--- config.mk ---
export PLATFORM = sky130hd
export DESIGN_NAME = id_stage_pipe
export DESIGN_NICKNAME = d
export VERILOG_FILES = /design/src/rtl/id_stage_pipe.sv
export SDC_FILE = /design/constraint.sdc
export NUM_CORES = 2
export LEC_CHECK = 0
export CORE_ASPECT_RATIO = 1.4
export CORE_UTILIZATION = 52
export DETAILED_ROUTE_END_ITERATION = 6
export PLACE_DENSITY = 0.69
export SETUP_SLACK_MARGIN = 0.3
export SYNTH_ARGS = -nofsm -noshare
export SYNTH_HDL_FRONTEND = slang
export SYNTH_SLANG_ARGS = --single-unit
--- constraint.sdc ---
create_clock -name clk -period 2.3 [get_ports clk]
set_input_delay 0.23 -clock clk [delete_from_list [all_inputs] [get_ports clk]]
set_output_delay 0.23 -clock clk [all_outputs]
set_load 0.05 [all_outputs]
--- src/rtl/id_stage_pipe.sv ---
// MIPS instruction-decode stage: control decode, register file with optional write-through,
// immediate extension, load-use hazard detection and the ID/EX pipeline register.
module id_stage_pipe #(
    parameter int unsigned XLEN   = 32,
    parameter int unsigned NREG   = 32,
    parameter bit          BYPASS = 1'b1,
    localparam int unsigned AW    = $clog2(NREG)
) (
    input  logic            clk,
    input  logic            rst,
    input  logic            if_valid,
    input  logic [31:0]     if_instr,
    input  logic [XLEN-1:0] if_pc,
    output logic            id_ready,
    input  logic            flush,
    input  logic            ex_ready,
    input  logic            wb_en,
    input  logic [AW-1:0]   wb_addr,
    input  logic [XLEN-1:0] wb_data,
    output logic            ex_valid,
    output logic [XLEN-1:0] ex_pc,
    output logic [XLEN-1:0] ex_rs_data,
    output logic [XLEN-1:0] ex_rt_data,
    output logic [XLEN-1:0] ex_imm,
    output logic [XLEN-1:0] ex_jtarget,
    output logic [AW-1:0]   ex_dest,
    output logic            ex_reg_write,
    output logic            ex_mem_read,
    output logic            ex_mem_write,
    output logic            ex_mem_to_reg,
    output logic            ex_alu_src,
    output logic            ex_branch,
    output logic            ex_jump,
    output logic            ex_illegal,
    output logic [3:0]      ex_alu_ctrl
);

    logic [XLEN-1:0] regs [NREG];
    logic [5:0]      opcode, funct;
    logic [AW-1:0]   rs_idx, rt_idx, rd_idx;
    logic [XLEN-1:0] rs_val, rt_val, imm_val, pc4, jtarget;

    assign opcode = if_instr[31:26];
    assign funct  = if_instr[5:0];
    assign rs_idx = if_instr[21 +: AW];
    assign rt_idx = if_instr[16 +: AW];
    assign rd_idx = if_instr[11 +: AW];
    assign pc4     = if_pc + XLEN'(4);
    assign jtarget = {pc4[XLEN-1:28], if_instr[25:0], 2'b00};

    logic unused_bits;
    assign unused_bits = ^{if_instr[25:6], pc4[27:0]};

    // Register 0 is hardwired; write-through only when BYPASS is set.
    always_comb begin
        if (rs_idx == '0)                                 rs_val = '0;
        else if (BYPASS && wb_en && (wb_addr == rs_idx)) rs_val = wb_data;
        else                                              rs_val = regs[rs_idx];
        if (rt_idx == '0)                                 rt_val = '0;
        else if (BYPASS && wb_en && (wb_addr == rt_idx)) rt_val = wb_data;
        else                                              rt_val = regs[rt_idx];
    end

    always_ff @(posedge clk) begin
        if (rst) begin
            for (int unsigned i = 0; i < NREG; i++) regs[i] <= '0;
        end else if (wb_en && (wb_addr != '0)) begin
            regs[wb_addr] <= wb_data;
        end
    end

    logic       dec_reg_write, dec_mem_read, dec_mem_write, dec_mem_to_reg, dec_alu_src;
    logic       dec_branch, dec_jump, dec_illegal, dec_reg_dst, dec_zext, rs_used, rt_used;
    logic [3:0] dec_alu_ctrl;

    always_comb begin
        dec_reg_write  = 1'b0;
        dec_mem_read   = 1'b0;
        dec_mem_write  = 1'b0;
        dec_mem_to_reg = 1'b0;
        dec_alu_src    = 1'b0;
        dec_branch     = 1'b0;
        dec_jump       = 1'b0;
        dec_illegal    = 1'b0;
        dec_reg_dst    = 1'b0;
        dec_zext       = 1'b0;
        dec_alu_ctrl   = 4'b0000;
        rs_used        = 1'b1;
        rt_used        = 1'b0;
        case (opcode)
            6'b000000: begin
                dec_reg_dst   = 1'b1;
                dec_reg_write = 1'b1;
                rt_used       = 1'b1;
                case (funct)
                    6'b100000: dec_alu_ctrl = 4'b0010;
                    6'b100010: dec_alu_ctrl = 4'b0110;
                    6'b100100: dec_alu_ctrl = 4'b0000;
                    6'b100101: dec_alu_ctrl = 4'b0001;
                    6'b101010: dec_alu_ctrl = 4'b0111;
                    6'b100111: dec_alu_ctrl = 4'b1100;
                    default: begin
                        dec_illegal   = 1'b1;
                        dec_reg_write = 1'b0;
                    end
                endcase
            end
            6'b100011: begin
                dec_alu_src    = 1'b1;
                dec_mem_read   = 1'b1;
                dec_mem_to_reg = 1'b1;
                dec_reg_write  = 1'b1;
                dec_alu_ctrl   = 4'b0010;
            end
            6'b101011: begin
                dec_alu_src   = 1'b1;
                dec_mem_write = 1'b1;
                dec_alu_ctrl  = 4'b0010;
                rt_used       = 1'b1;
            end
            6'b000100: begin
                dec_branch   = 1'b1;
                dec_alu_ctrl = 4'b0110;
                rt_used      = 1'b1;
            end
            6'b001000: begin
                dec_alu_src = 1'b1; dec_reg_write = 1'b1; dec_alu_ctrl = 4'b0010;
            end
            6'b001100: begin
                dec_alu_src = 1'b1; dec_reg_write = 1'b1; dec_alu_ctrl = 4'b0000;
                dec_zext = 1'b1;
            end
            6'b001101: begin
                dec_alu_src = 1'b1; dec_reg_write = 1'b1; dec_alu_ctrl = 4'b0001;
                dec_zext = 1'b1;
            end
            6'b001010: begin
                dec_alu_src = 1'b1; dec_reg_write = 1'b1; dec_alu_ctrl = 4'b0111;
            end
            6'b000010: begin
                dec_jump     = 1'b1;
                dec_alu_ctrl = 4'b0010;
                rs_used      = 1'b0;
            end
            default: dec_illegal = 1'b1;
        endcase
    end

    assign imm_val = dec_zext ? {{(XLEN-16){1'b0}}, if_instr[15:0]}
                              : {{(XLEN-16){if_instr[15]}}, if_instr[15:0]};

    logic stall, hazard;
    assign stall  = ex_valid && !ex_ready;
    assign hazard = ex_valid && ex_mem_read && (ex_dest != '0) &&
                    ((rs_used && (ex_dest == rs_idx)) || (rt_used && (ex_dest == rt_idx)));
    assign id_ready = !rst && !flush && !stall && !hazard;

    // A flush overrides a stall; otherwise a stall holds everything.
    always_ff @(posedge clk) begin
        if (rst) begin
            ex_valid <= 1'b0;  ex_pc <= '0;  ex_rs_data <= '0;  ex_rt_data <= '0;
            ex_imm <= '0;  ex_jtarget <= '0;  ex_dest <= '0;
            ex_reg_write <= 1'b0;  ex_mem_read <= 1'b0;  ex_mem_write <= 1'b0;
            ex_mem_to_reg <= 1'b0;  ex_alu_src <= 1'b0;  ex_branch <= 1'b0;
            ex_jump <= 1'b0;  ex_illegal <= 1'b0;  ex_alu_ctrl <= 4'b0000;
        end else if (flush || !stall) begin
            if (flush || hazard || !if_valid) begin
                ex_valid <= 1'b0;
                ex_reg_write <= 1'b0;  ex_mem_read <= 1'b0;  ex_mem_write <= 1'b0;
                ex_mem_to_reg <= 1'b0;  ex_alu_src <= 1'b0;  ex_branch <= 1'b0;
                ex_jump <= 1'b0;  ex_illegal <= 1'b0;  ex_alu_ctrl <= 4'b0000;
            end else begin
                ex_valid      <= 1'b1;
                ex_pc         <= if_pc;
                ex_rs_data    <= rs_val;
                ex_rt_data    <= rt_val;
                ex_imm        <= imm_val;
                ex_jtarget    <= jtarget;
                ex_dest       <= dec_reg_dst ? rd_idx : rt_idx;
                ex_reg_write  <= dec_reg_write;
                ex_mem_read   <= dec_mem_read;
                ex_mem_write  <= dec_mem_write;
                ex_mem_to_reg <= dec_mem_to_reg;
                ex_alu_src    <= dec_alu_src;
                ex_branch     <= dec_branch;
                ex_jump       <= dec_jump;
                ex_illegal    <= dec_illegal;
                ex_alu_ctrl   <= dec_alu_ctrl;
            end
        end
    end

endmodule
==> results.cfg <==
[run_status]
outcome = finished with violations
violations = negative setup slack

[global_route]
gr-total-overflow = 0
antenna_found_initial = 9
first_global_vias = 42100
grt_max_degree = 106
grt_usage = 0.361
grt_pass1_wl_um = 294000

[sta]
final_hold_viol_count = 0
drv_slew = 0
whs_ns = 0.0327
fin_ws_ns = -0.614
fin_tns_setup_ns = -53.56
skew_ns = 0.0269
fin_crit_sh = 1.27
finalSetupViolations = 145
min_period_ns = 2.91
rsz0062_at_grt = true
slew-limit-headroom = 0.122
max_freq_ghz = 0.343
tightest_slew_ns = 1.31

[yosys]
yosysWarnings = 0
synth_top_flop_cell = edfxtp_1
avgSynthCellArea_um2 = 14.5
synth_common_cells = edfxtp_1 (1,024), and2_1 (994), mux4_2 (508), clkbuf_1 (324), nor2_1 (155)
yosysSeqAreaShare = 0.563
synth.top_cell.area_share = 0.514
synth_edf_count = 1024
synth.most_common_cell = edfxtp_1
synth_cell_types = 61
synthCells = 4123
synth_area_leaders = edfxtp_1 (51%), mux4_2 (19%), and2_1 (10%)
yosysTopAreaCell = edfxtp_1
async_flop_share = 0
synth_area_um2 = 59800
synth-seq-cells = 1168

[placed_design]
gp_routability_congestion = 0.947
dpl.cell_count = 5956
dpl_cell_area_um2 = 69000
port_buffers = 283
hpwl_um = 139000

[clock_tree]
clockBufferDepth = 3
cts_tree = built
clock_latency_ns = 0.75
numCtsBuffers = 112
clk_pin_slew_ns = 0.06
htree_levels = 3
clock-sinks = 1168
cts-root-buf = clkbuf_16

[final_layout]
utilization = 0.644
stdcell_area_um2 = 73200
largest_reg_flops = 1024
area_growth_pct = 22.4
fill_cells = 8181
finalNonFillerCells = 6206
fin_nets = 4732
drive_gt1_frac = 0.286
regMostFlops = regs

[critical_path]
endpoint = id_ready
cp_cell_sequence = or4_4, o211ai_1, buf_4, nor4b_4, buf_12, nor4b_4, buf_6
cp_top_family = simple AND/OR/NAND/NOR gates
criticalPathCategory = reg -> out
crit_path_max_fanout = 2
crit_top_cell = nor4b_4
r2r-end = ex_rs_data[0]
path_buf_inv = 3
arrival_ns = 2.68
reg2reg_depth = 13
critPathCaptureType = primary output
r2r_start = ex_dest[0]
path_depth = 7
startpoint = ex_dest[0]
cpPeakStageDelay_ns = 0.51
start_kind = register
cp_data_required_time_ns = 2.07
crit_slowest_cell = or4_4
r2r_slack_ns = -0.51

[detailed_routing]
met3_length_um = 23100
m1WireLength_um = 71600
antenna_left = 0
dr.pass1.iters = 5
vias = 41700
drt-initial-drc-count = 5547
viasPerCell = 6.71
wl_um = 210000
remaining_drc_errors = 0
wl_met2_um = 99500
wire_per_inst_um = 33.8
dr.max_layer_used = met5

[floorplanning]
chipHeight_um = 403
core_area_um2 = 114000
rows = 146
fp.dieW_um = 289
num_io_pins = 286
dieArea_um2 = 116000
initial_utilization = 0.526

[pwr]
p_per_area_nw_per_um2 = 693
vdd_drop_max_mv = 0.544
leakagePower_nw = 26.8

[hold_path]
min_path_type = in -> reg

[job]
maxCapViolCount = 0
-- cell usage in the layout, fill, tap and decap left out, types with 18 or more instances in the layout --
master and count:
or2_2 20, clkdlybuf4s15_2 22, nor2_4 34, clkbuf_16 117
clkdlybuf4s50_1 98, clkinv_1 20, xnor2_1 18, nor2_1 121
nand2b_1 44, a21oi_1 62, a22oi_1 116, and3_1 32
and2_1 993, dfxtp_1 135, dlygate4sd2_1 131, nor2b_1 40
o22ai_1 69, conb_1 34, buf_12 181, a221o_1 62
mux2i_1 101, a32oi_1 37, mux4_2 508, nand2_1 85
edfxtp_1 1024, buf_4 336, clkbuf_1 20
-- worst min path at each step --
stage,startpoint,to,cells after the start
final,if_instr[23],ex_jtarget[25],4
after global routing,if_instr[23],ex_jtarget[25],4
after CTS,if_instr[23],ex_jtarget[25],4
after detailed placement,ex_alu_ctrl[3],ex_alu_ctrl[3],2
after global placement,ex_alu_ctrl[3],ex_alu_ctrl[3],2
after floorplan,wb_data[0],ex_rs_data[0],1
-- cells by family after synthesis --
| kind of cell | synth area share |
|---|---|
| AOI/OAI and AO/OA | 0.0470 |
| xor gates and xnor gates | 0.00352 |
| buffers and inverters | 0.0340 |
| DFF | 0.563 |
| muxes | 0.209 |
| other | 0.0000627 |
| and+or+nand+nor | 0.144 |
-- power breakdown --
group | internal, W | switching [W] | total, W
clock network | 0.0103 | 0.00827 | 0.0185
logic | 0.00331 | 0.00403 | 0.00734
registers | 0.0242 | 0.000688 | 0.0249
total | 0.0378 | 0.0130 | 0.0508
-- through the flow --
step	power [W]	setup slack, ns
floorplan	0.0292	-0.0899
global placement	0.0323	-0.541
detailed placement	0.0324	-0.551
CTS	0.0507	-0.668
global route	0.0519	-0.671
finish	0.0508	-0.614
-- metal layers --
layer | vias up | GRT usage
li1 | 16700 | -
met1 | 21200 | 0.449
met2 | 3054 | 0.580
met3 | 703 | 0.0687
met4 | 4 | 0.228
met5 | - | 0
-- final cells by class --
cell class,count,area (µm²),share of cell area
Clock inverter,59,494,0.00675
Timing Repair Buffer,824,9380,0.128
Antenna cell,6,15.0,0.000205
Tap cell,1480,1850,0.0253
Clock buffer,150,3110,0.0425
Sequential cell,1168,33600,0.460
Multi-Input combinational cell,2513,24700,0.337
Inverter,6,22.5,0.000308
-- worst reg2reg max path, delay by kind of cell, from the launching register on --
family                 cells  cell delay (ns)
AO/OA/AOI/OAI              2             0.50
buffers and inverters      7             1.10
flip-flops                 1             0.34
AND/OR/NAND/NOR            4             0.75
-- repair_timing --
item,CTS,global route
pin swaps,15,5
hold buffers,1,0
gates cloned,10,1
buffers inserted,18,5
endpoints found under the hold margin,2,0
endpoints found under the setup margin,321,160
gates resized for setup,245,24
Power figures use the tool's default switching activity.
